--- src/rtl/pipe_dmem_arb_if.sv ---
// Bus bundle for pipe_dmem_arb: MEM-stage port, host (debug/loader) port,
// shared data-RAM port, pipeline stall and performance counters.
// The slave modport is the arbiter's view; master is the surrounding system.
interface pipe_dmem_arb_if;
  logic        cpu_req;
  logic        cpu_we;
  logic [31:0] cpu_addr;
  logic [31:0] cpu_wdata;
  logic [31:0] cpu_rdata;
  logic        host_req;
  logic        host_we;
  logic [31:0] host_addr;
  logic [31:0] host_wdata;
  logic        host_ack;
  logic [31:0] host_rdata;
  logic        mem_we;
  logic [31:0] mem_addr;
  logic [31:0] mem_wdata;
  logic [31:0] mem_rdata;
  logic        cpu_stall;
  logic [15:0] host_grant_cnt;
  logic [15:0] stall_cycle_cnt;

  modport slave (
    input  cpu_req, cpu_we, cpu_addr, cpu_wdata,
    input  host_req, host_we, host_addr, host_wdata,
    input  mem_rdata,
    output cpu_rdata, host_ack, host_rdata,
    output mem_we, mem_addr, mem_wdata,
    output cpu_stall, host_grant_cnt, stall_cycle_cnt
  );

  modport master (
    output cpu_req, cpu_we, cpu_addr, cpu_wdata,
    output host_req, host_we, host_addr, host_wdata,
    output mem_rdata,
    input  cpu_rdata, host_ack, host_rdata,
    input  mem_we, mem_addr, mem_wdata,
    input  cpu_stall, host_grant_cnt, stall_cycle_cnt
  );
endinterface

--- src/rtl/pipe_dmem_arb.sv ---
// pipe_dmem_arb: shares the single data-RAM port between the pipeline MEM
// stage (priority owner) and a host debug/loader port. The host only gets the
// port in cycles where the CPU does not use it; if it is starved for more than
// STARVE_LIMIT contended cycles the pipeline is asked to stall.
// Optional feature macro: DMEM_ARB_PERF_EN enables the saturating
// performance counters; when undefined both counter outputs are tied to 0.
module pipe_dmem_arb #(
  parameter int unsigned STARVE_LIMIT = 8
) (
  input  logic            clock,
  input  logic            resetn,
  pipe_dmem_arb_if.slave  bus
);

  typedef enum logic [1:0] {
    IDLE  = 2'd0,
    WAIT  = 2'd1,
    STALL = 2'd2,
    ACK   = 2'd3
  } state_t;

  localparam logic [7:0] LIMIT_C = 8'(STARVE_LIMIT);

  state_t      state_r;
  state_t      state_nxt_s;
  logic [7:0]  wait_cnt_r;
  logic [7:0]  wait_cnt_nxt_s;
  logic        access_s;
  logic        host_own_s;
  logic        host_ack_r;
  logic        cpu_stall_r;
  logic [31:0] host_rdata_r;

  // The host owns the port only in a cycle the CPU leaves free; never during ACK.
  assign access_s   = (state_r != ACK) && bus.host_req && !bus.cpu_req;
  // While reset is held the CPU always owns the port.
  assign host_own_s = access_s && resetn;

  // Shared RAM port mux: host when it owns the cycle, CPU otherwise.
  always_comb begin
    bus.mem_we    = 1'b0;
    bus.mem_addr  = bus.cpu_addr;
    bus.mem_wdata = bus.cpu_wdata;
    if (host_own_s) begin
      bus.mem_we    = bus.host_we;
      bus.mem_addr  = bus.host_addr;
      bus.mem_wdata = bus.host_wdata;
    end else begin
      bus.mem_we    = bus.cpu_req && bus.cpu_we;
      bus.mem_addr  = bus.cpu_addr;
      bus.mem_wdata = bus.cpu_wdata;
    end
  end

  assign bus.cpu_rdata  = bus.mem_rdata;
  assign bus.host_ack   = host_ack_r;
  assign bus.cpu_stall  = cpu_stall_r;
  assign bus.host_rdata = host_rdata_r;

  // Next-state and wait-counter logic for the host arbitration FSM.
  always_comb begin
    state_nxt_s    = state_r;
    wait_cnt_nxt_s = wait_cnt_r;
    case (state_r)
      IDLE: begin
        if (access_s) begin
          state_nxt_s    = ACK;
          wait_cnt_nxt_s = 8'd0;
        end else if (bus.host_req && bus.cpu_req) begin
          state_nxt_s    = WAIT;
          wait_cnt_nxt_s = 8'd1;
        end else begin
          state_nxt_s    = IDLE;
          wait_cnt_nxt_s = 8'd0;
        end
      end
      WAIT: begin
        if (access_s) begin
          state_nxt_s    = ACK;
          wait_cnt_nxt_s = 8'd0;
        end else if (!bus.host_req) begin
          state_nxt_s    = IDLE;
          wait_cnt_nxt_s = 8'd0;
        end else if ((wait_cnt_r == LIMIT_C) && bus.cpu_req) begin
          state_nxt_s    = STALL;
          wait_cnt_nxt_s = wait_cnt_r;
        end else begin
          state_nxt_s    = WAIT;
          wait_cnt_nxt_s = wait_cnt_r + 8'd1;
        end
      end
      STALL: begin
        if (access_s) begin
          state_nxt_s    = ACK;
          wait_cnt_nxt_s = 8'd0;
        end else if (!bus.host_req) begin
          state_nxt_s    = IDLE;
          wait_cnt_nxt_s = 8'd0;
        end else begin
          state_nxt_s    = STALL;
          wait_cnt_nxt_s = wait_cnt_r;
        end
      end
      ACK: begin
        state_nxt_s    = IDLE;
        wait_cnt_nxt_s = 8'd0;
      end
      default: begin
        state_nxt_s    = IDLE;
        wait_cnt_nxt_s = 8'd0;
      end
    endcase
  end

  // State and wait-counter registers; reset drops any pending host request.
  always_ff @(posedge clock or negedge resetn) begin
    if (!resetn) begin
      state_r    <= IDLE;
      wait_cnt_r <= 8'd0;
    end else begin
      state_r    <= state_nxt_s;
      wait_cnt_r <= wait_cnt_nxt_s;
    end
  end

  // Moore outputs registered from the next state so they track state exactly.
  always_ff @(posedge clock or negedge resetn) begin
    if (!resetn) begin
      host_ack_r  <= 1'b0;
      cpu_stall_r <= 1'b0;
    end else begin
      host_ack_r  <= (state_nxt_s == ACK);
      cpu_stall_r <= (state_nxt_s == STALL);
    end
  end

  // Capture RAM read data at the edge ending a host access; hold otherwise.
  always_ff @(posedge clock or negedge resetn) begin
    if (!resetn) begin
      host_rdata_r <= 32'd0;
    end else if (access_s) begin
      host_rdata_r <= bus.mem_rdata;
    end else begin
      host_rdata_r <= host_rdata_r;
    end
  end

`ifdef DMEM_ARB_PERF_EN
  logic [15:0] grant_cnt_r;
  logic [15:0] stall_cnt_r;

  // Saturating counters: host grants (ACK entries) and stalled cycles.
  always_ff @(posedge clock or negedge resetn) begin
    if (!resetn) begin
      grant_cnt_r <= 16'd0;
      stall_cnt_r <= 16'd0;
    end else begin
      if (access_s && (grant_cnt_r != 16'hFFFF)) begin
        grant_cnt_r <= grant_cnt_r + 16'd1;
      end else begin
        grant_cnt_r <= grant_cnt_r;
      end
      if (cpu_stall_r && (stall_cnt_r != 16'hFFFF)) begin
        stall_cnt_r <= stall_cnt_r + 16'd1;
      end else begin
        stall_cnt_r <= stall_cnt_r;
      end
    end
  end

  assign bus.host_grant_cnt  = grant_cnt_r;
  assign bus.stall_cycle_cnt = stall_cnt_r;
`else
  assign bus.host_grant_cnt  = 16'd0;
  assign bus.stall_cycle_cnt = 16'd0;
`endif

endmodule

--- src/flat_wrapper.sv ---
// flat-port wrapper written by rule: the top's interface ports become plain ports
module pipe_dmem_arb_flat 
#(
  parameter int unsigned STARVE_LIMIT = 8
)
  (clock, resetn, bus_cpu_req, bus_cpu_we, bus_cpu_addr, bus_cpu_wdata, bus_host_req, bus_host_we, bus_host_addr, bus_host_wdata, bus_mem_rdata, bus_cpu_rdata, bus_host_ack, bus_host_rdata, bus_mem_we, bus_mem_addr, bus_mem_wdata, bus_cpu_stall, bus_host_grant_cnt, bus_stall_cycle_cnt);
  pipe_dmem_arb_if bus_i ();
  input  logic clock;
  input  logic resetn;
  input wire logic [$bits(bus_i.cpu_req)-1:0] bus_cpu_req;
  input wire logic [$bits(bus_i.cpu_we)-1:0] bus_cpu_we;
  input wire logic [$bits(bus_i.cpu_addr)-1:0] bus_cpu_addr;
  input wire logic [$bits(bus_i.cpu_wdata)-1:0] bus_cpu_wdata;
  input wire logic [$bits(bus_i.host_req)-1:0] bus_host_req;
  input wire logic [$bits(bus_i.host_we)-1:0] bus_host_we;
  input wire logic [$bits(bus_i.host_addr)-1:0] bus_host_addr;
  input wire logic [$bits(bus_i.host_wdata)-1:0] bus_host_wdata;
  input wire logic [$bits(bus_i.mem_rdata)-1:0] bus_mem_rdata;
  output wire logic [$bits(bus_i.cpu_rdata)-1:0] bus_cpu_rdata;
  output wire logic [$bits(bus_i.host_ack)-1:0] bus_host_ack;
  output wire logic [$bits(bus_i.host_rdata)-1:0] bus_host_rdata;
  output wire logic [$bits(bus_i.mem_we)-1:0] bus_mem_we;
  output wire logic [$bits(bus_i.mem_addr)-1:0] bus_mem_addr;
  output wire logic [$bits(bus_i.mem_wdata)-1:0] bus_mem_wdata;
  output wire logic [$bits(bus_i.cpu_stall)-1:0] bus_cpu_stall;
  output wire logic [$bits(bus_i.host_grant_cnt)-1:0] bus_host_grant_cnt;
  output wire logic [$bits(bus_i.stall_cycle_cnt)-1:0] bus_stall_cycle_cnt;
  assign bus_i.cpu_req = bus_cpu_req;
  assign bus_i.cpu_we = bus_cpu_we;
  assign bus_i.cpu_addr = bus_cpu_addr;
  assign bus_i.cpu_wdata = bus_cpu_wdata;
  assign bus_i.host_req = bus_host_req;
  assign bus_i.host_we = bus_host_we;
  assign bus_i.host_addr = bus_host_addr;
  assign bus_i.host_wdata = bus_host_wdata;
  assign bus_i.mem_rdata = bus_mem_rdata;
  assign bus_cpu_rdata = bus_i.cpu_rdata;
  assign bus_host_ack = bus_i.host_ack;
  assign bus_host_rdata = bus_i.host_rdata;
  assign bus_mem_we = bus_i.mem_we;
  assign bus_mem_addr = bus_i.mem_addr;
  assign bus_mem_wdata = bus_i.mem_wdata;
  assign bus_cpu_stall = bus_i.cpu_stall;
  assign bus_host_grant_cnt = bus_i.host_grant_cnt;
  assign bus_stall_cycle_cnt = bus_i.stall_cycle_cnt;
  pipe_dmem_arb #(.STARVE_LIMIT(STARVE_LIMIT)) u_core (.clock(clock), .resetn(resetn), .bus(bus_i));
endmodule
--- config.mk ---
export PLATFORM = sky130hd
export DESIGN_NAME = pipe_dmem_arb_flat
export DESIGN_NICKNAME = d
export VERILOG_FILES = /design/src/rtl/pipe_dmem_arb_if.sv /design/src/rtl/pipe_dmem_arb.sv /design/src/flat_wrapper.sv
export SDC_FILE = /design/constraint.sdc
export NUM_CORES = 1
export LEC_CHECK = 0
export ABC_AREA = 1
export BUFFER_PORTS_ARGS = -buffer_cell sky130_fd_sc_hd__buf_4
export CORE_AREA = 2 2 128 130
export DETAILED_ROUTE_END_ITERATION = 8
export DIE_AREA = 0 0 130 132
export GPL_TIMING_DRIVEN = 1
export PLACE_DENSITY = 0.6
export SLEW_MARGIN = 10
export SYNTH_ARGS = -nofsm -noshare
export SYNTH_HDL_FRONTEND = slang
export SYNTH_SLANG_ARGS = --single-unit
--- constraint.sdc ---
create_clock -name clock -period 1.66 [get_ports clock]
set_input_delay 0.415 -clock clock [delete_from_list [all_inputs] [get_ports clock]]
set_output_delay 0.415 -clock clock [all_outputs]
set_load 0.1 [all_outputs]
==> results of run 1 <==
cell type report:
cell class	count	area share (%)
repair buffers	325	44.50
repair inverters	1	0.1146
clock inverters	2	0.5074
clock buffers	6	1.817
well taps	216	3.535
flip-flops and latches	44	14.40
multi-input cells	401	34.26
inverters	13	0.8674
timing repair:
action | in CTS | in global routing
gates cloned | 1 | 5
resized for setup | 224 | 69
pin swaps | 1 | 11
setup endpoints to repair | 65 | 74
path summary, 6_finish.rpt:
path,startpoint,endpoint,cells past startpoint
min,resetn,u_core.state_r[1],2
max,u_core.state_r[1],bus_mem_addr[7],8
max in group asynchronous,resetn,u_core.bus.host_rdata[9],3
min in group clock,bus_mem_rdata[23],u_core.bus.host_rdata[23],3
min reg2reg,u_core.bus.host_rdata[8],u_core.bus.host_rdata[8],2
max reg2reg,u_core.state_r[1],u_core.wait_cnt_r[3],8
worst reg2reg max path, delay by kind of cell (launching register included):
family                 cells  cell delay, ps
flip-flops                 1             370
AND/OR/NAND/NOR            6             620
buffers and inverters      2             460
routing by layer:
metal	up-vias	GRT usage [%]	share of wire, %
met5	-	0	0
met4	0	4.898	2.2
met3	20	4.058	8.2
met2	221	29.55	53
met1	1928	19.48	37
li1	2069	-	-
power breakdown:
| part | switching, mW | internal (mW) |
|---|---|---|
| Combinational | 3.39 | 1.30 |
| Sequential | 0.0743 | 1.22 |
| Clock | 0.428 | 0.754 |
cell usage after synthesis:
library cell	count
nand2_4	1
ha_1	2
nor2_1	12
nor3_1	3
o211ai_1	1
conb_1	1
nand3_1	73
buf_6	10
buf_2	16
o21ai_0	4
clkbuf_1	2
nand3b_1	1
o21bai_1	1
inv_2	2
nand4_1	1
o21ai_1	2
nand2_2	1
dfrtp_1	44
nand2_1	263
inv_1	11
a21oi_1	1
nor2_2	1
a21o_1	1
buf_4	64
sequential cells by signal, summed over array words and instances (netlist names):
signal / cells
u_core.bus.host_rdata: 32
u_core.bus.cpu_stall: 1
u_core.state_r: 2
u_core.wait_cnt_r: 8
u_core.bus.host_ack: 1
per-stage QoR:
step                util, %  area (um2)  hold slack [ps]  setup TNS, ps  worst slack (ps)
detailed placement    39.39        6188            433.5         -23310            -440.3
finish                48.65        7645            175.2         -20440            -365.5
global route          48.65        7645            186.8         -25310            -432.2
CTS                   46.26        7268            145.0         -23250            -386.0
global placement      39.39        6188            434.8         -23340            -418.5
floorplan                 -        4133            119.4         -735.0            -29.64
cell usage in the layout, fill, tap and decap left out, types with 2 or more instances in the layout:
master	instances
buf_6	3
buf_4	247
nand3_1	58
nand2_4	74
nand2_8	13
ha_1	2
nand2_2	45
dfrtp_1	44
clkbuf_16	7
nand2_1	134
buf_12	71
inv_1	11
conb_1	32
nand3_2	14
nor2_1	12
o21ai_1	2
inv_6	2
o21ai_0	4
nor3_1	2
logic make-up after synthesis:
family / Yosys count / synth area share (%)
AO/OA/AOI/OAI: 10 / 1.710
adder cells (fa/ha/maj): 2 / 0.7431
buffers and inverters: 105 / 21.67
flip-flops: 44 / 32.70
other: 1 / 0.1114
AND/OR/NAND/NOR: 356 / 43.07
==> run_results.csv, run 1 <==
group,metric,value,unit
outcome,outcome,"finished, violations left",
outcome,violations,"setup timing",
power,ir_drop,0.5100,mV
finish,multiInputGateArea,0.002619,mm2
setup_path,crit_fanout,6,
global_route,grt_max_degree,41,
finish,finalNonFillerCells,1008,
finish,nFillCells,1491,
routing,first_pass_iters,5,
floorplan,ios,329,
global_route,grt_pass1_wl,22.14,mm
setup_path,r2r_slack,110,ps
power,total_power,7.167,mW
global_route,antenna_found_initial,0,
setup_path,start_kind,"flip-flop",
clock_tree,cts.sinks,44,
setup_path,critPathTopFamily,"simple AND/OR/NAND/NOR gates",
setup_path,worstPathCellList,"nand2_2 > nand2_4 > clkinv_8 > nand2_8 > buf_6 > nand2_1 > nand2_4 > buf_12",
setup_path,critPathRequiredTime,1240,ps
finish,final_layout_size_suffix_gt1_share,61.24,%
logic_synthesis,ys_ff_latch,44,
logic_synthesis,synth_seq_area_share,32.70,%
placed_design,gp_congestion,0.8406,
clock_tree,cts_inserted_buffers,5,
logic_synthesis,netlist_instances,518,
floorplan,core-area,0.01571,mm2
routing,wl,15.81,mm
timing,fin_crit_sh,122.0,%
finish,regArea,0.001101,mm2
setup_path,cp_common_cell,"nand2_4",
worst_hold_path,hold_class,"in2async",
timing,fmax,0.4937,GHz
clock_tree,clockRootBuffer,"clkbuf_16",
timing,setup_viol,65,
logic_synthesis,synth_area_leaders,"dfrtp_1 33%, nand2_1 29%, buf_4 14%",
clock_tree,clock_path_buffers,2,
global_route,grt_usage,16.60,%
global_route,grt_pass1_vias,4125,
routing,vias,4238,
setup_path,path_class,"reg2out",
floorplan,row_count,46,
setup_path,max_stage_delay,370,ps
placed_design,dp_hpwl,11.49,mm
floorplan,die_area,0.01716,mm2
logic_synthesis,syn_area,0.003367,mm2
clock_tree,clk_latency,290,ps
logic_synthesis,yosys.area.top_type,"dfrtp_1",
timing,final.setup_skew,7.405,ps
job,maxCapViolations,0,
setup_path,critPathBufInv,3,
routing,wl_per_cell,15.68,um
logic_synthesis,yosys.area.top_type_share,32.70,%
routing,drc,0,
global_route,grt_overflow,0,
floorplan,start_util,21.43,%
clock_tree,cts_tree,"built",
setup_path,end_kind,"primary output",
finish,area_growth,127.1,%
power,leakagePower,3.853,nW
timing,finalHoldViolCount,0,
logic_synthesis,yosys_warnings,0,
timing,min_period,2025,ps
logic_synthesis,syn_avg_cell_area,6.500,um2
timing,rsz0062_at_grt,"yes",
clock_tree,h-tree-depth,2,
floorplan,die_x,130,um
floorplan,die_h,132,um
finish,diodes,0,
finish,fin_nets,959,
logic_synthesis,synth_cell_types,24,
setup_path,arrival,1610,ps
clock_tree,path_clk_slew,70,ps
power,power.density,937.5,mW/mm2
timing,report.final.slew_viol_count,0,
clock_tree,ctsHoldBuffers,0,
placed_design,port_buffers,296,
placed_design,placed_cells_incl_taps,994,
routing,via_per_inst,4.204,
routing,ant_nets,0,
routing,drt_iter0_drc,118,
clock_tree,post_cts_buffers,0,
timing,fin_ws,-365.5,ps
setup_path,slowest_stage,"dfrtp_1",
No activity file was read; power rests on OpenSTA's default activity.
==> inputs of run 2 (changes only) <==
BUFFER_PORTS_ARGS = -buffer_cell sky130_fd_sc_hd__buf_2   (was -buffer_cell sky130_fd_sc_hd__buf_4)
==> run 2 against run 1 <==
The flow still finishes with violations (setup timing); cell area increased by 2.9%; critical path depth unchanged; power increased by 0.11%; setup slack got worse by 2.9 ps; fmax decreased by 0.14%; worst hold slack improved by 26 ps; core utilization increased by 1.4 points; global-route usage increased by 0.46 points; die area unchanged.
==> run_results.csv, run 2 (same netlist as run 1, synthesis figures left out) <==
group,metric,value,unit
outcome,outcome,"finished, violations left",
outcome,violations,"setup timing",
placed_design,dp_hpwl,11.93,mm
routing,vias,4329,
finish,utilization,50.08,%
setup_path,arrival,1610,ps
finish,stdcell_area,0.007869,mm2
clock_tree,path_clk_slew,70,ps
setup_path,crit_start,"u_core.state_r[0]",
routing,via_per_inst,4.215,
power,ir_drop,0.4605,mV
global_route,grt_overflow,0,
finish,final_layout_size_suffix_gt1_share,64.73,%
timing,min_period,2028,ps
worst_hold_path,hold_class,"in2async",
global_route,grt_pass1_vias,4316,
timing,relSlewSlack,63.97,%
setup_path,r2r_slack,150,ps
floorplan,start_util,21.43,%
clock_tree,cts.sinks,44,
job,maxCapViolations,0,
routing,ant_nets,0,
setup_path,rr_endpoint,"u_core.wait_cnt_r[2]",
setup_path,critPathRequiredTime,1240,ps
floorplan,die_area,0.01716,mm2
routing,wl,16.01,mm
placed_design,gp_congestion,0.8415,
timing,report.final.slew_viol_count,0,
setup_path,path_class,"reg2out",
timing,fmax,0.4930,GHz
routing,drc,0,
timing,rsz0062_at_grt,"yes",
finish,layout_common_cells,"211 x buf_2, 133 x nand2_1, 89 x buf_12",
routing,first_pass_iters,4,
finish,area_growth,133.7,%
floorplan,ios,329,
floorplan,core-area,0.01571,mm2
setup_path,end_kind,"primary output",
global_route,grt_max_degree,41,
clock_tree,h-tree-depth,2,
power,power.density,911.9,mW/mm2
floorplan,die_x,130,um
setup_path,cp-endpoint,"bus_mem_wdata[31]",
floorplan,die_h,132,um
placed_design,place_area,0.006761,mm2
clock_tree,ctsHoldBuffers,0,
routing,wl_per_cell,15.58,um
global_route,grt_usage,17.06,%
placed_design,port_buffers,296,
finish,largest_register_ffs,32,
global_route,antenna_found_initial,0,
setup_path,start_kind,"flip-flop",
timing,fin_ws,-368.4,ps
setup_path,reg2reg_depth,10,
timing,final.setup_skew,4.773,ps
finish,layout_commonest_cell,"buf_2",
setup_path,reg2reg_from,"u_core.state_r[0]",
routing,drt_iter0_drc,132,
global_route,grt_pass1_wl,22.81,mm
timing,finalHoldViolCount,0,
clock_tree,clk_latency,290,ps
clock_tree,cts_tree,"built",
power,leakagePower,3.957,nW
finish,nFillCells,1428,
setup_path,crit_fanout,8,
timing,setup_viol,65,
clock_tree,clockRootBuffer,"clkbuf_16",
timing,fin_crit_sh,122.2,%
clock_tree,cts_inserted_buffers,5,
finish,fin_nets,978,
clock_tree,clock_path_buffers,2,
timing,worst_pin_slew,544.1,ps
finish,diodes,0,
floorplan,row_count,46,
[run 2: how the worst min path moves through the flow]
| stage | from | depth (start not counted) | to | slack [ps] |
|---|---|---|---|---|
| 3_5_place_dp | resetn | 2 | u_core.bus.host_rdata[29] | 460 |
| 2_1_floorplan | resetn | 0 | u_core.bus.cpu_stall | 120 |
| 5_1_grt | resetn | 2 | u_core.bus.host_rdata[29] | 210 |
| 4_1_cts | resetn | 2 | u_core.bus.host_rdata[29] | 190 |
| 3_3_place_gp | resetn | 2 | u_core.bus.host_rdata[29] | 460 |
| 6_report | resetn | 2 | u_core.bus.host_rdata[29] | 200 |
[run 2: timing repair]
| action | CTS | global route |
|---|---|---|
| cloned | 3 | 8 |
| buffers inserted | 9 | 1 |
| setup endpoints to repair | 65 | 73 |
| gates resized for setup | 87 | 61 |
| pin swaps | 1 | 25 |
[run 2: where the power goes]
part           internal [mW]  switching (mW)
registers               1.22          0.0725
logic                   1.26            3.46
clock network          0.716           0.446
[run 2: worst max-delay path: stages (launching register included)]
cell and delay (ps):
dfrtp_1 360, nand2_2 70, nand2_4 100, clkinv_8 110
nand2_8 160, clkbuf_16 190, nand2_2 80, nand2_4 70
buf_12 170
[run 2: cell type report]
type / instances / area (um2) / share of cell area (%)
inverters: 13 / 66.31 / 0.8427
clock inverters: 3 / 46.29 / 0.5883
repair buffers: 345 / 3417 / 43.43
well taps: 216 / 270.3 / 3.435
clock buffers: 5 / 125.1 / 1.590
flip-flops and latches: 44 / 1101 / 13.99
multi-input cells: 401 / 2843 / 36.13
[run 2: through the flow]
| step | instances | hold slack, ps | TNS, ps | power (mW) | setup slack (ps) |
|---|---|---|---|---|---|
| 3_3_place_gp | 999 | 456.6 | -21300 | 5.741 | -401.4 |
| 6_report | 1027 | 201.0 | -22200 | 7.175 | -368.4 |
| 3_5_place_dp | 999 | 457.0 | -21520 | 5.762 | -399.8 |
| 4_1_cts | 1019 | 185.5 | -23080 | 7.111 | -398.3 |
| 5_1_grt | 1027 | 212.7 | -26880 | 7.435 | -443.5 |
| 2_1_floorplan | 549 | 119.4 | -735.0 | 4.581 | -29.64 |
[run 2: routing by layer]
metal  wire length (um)  track usage (%)  up-vias  part of all wire [%]
met5                  0                0        -                     0
li1                   -                -     2107                     -
met1               6179            19.99     2008                    39
met2               8486            31.56      197                    53
met3               1082            3.571       17                   6.8
met4                256            3.584        0                   1.6
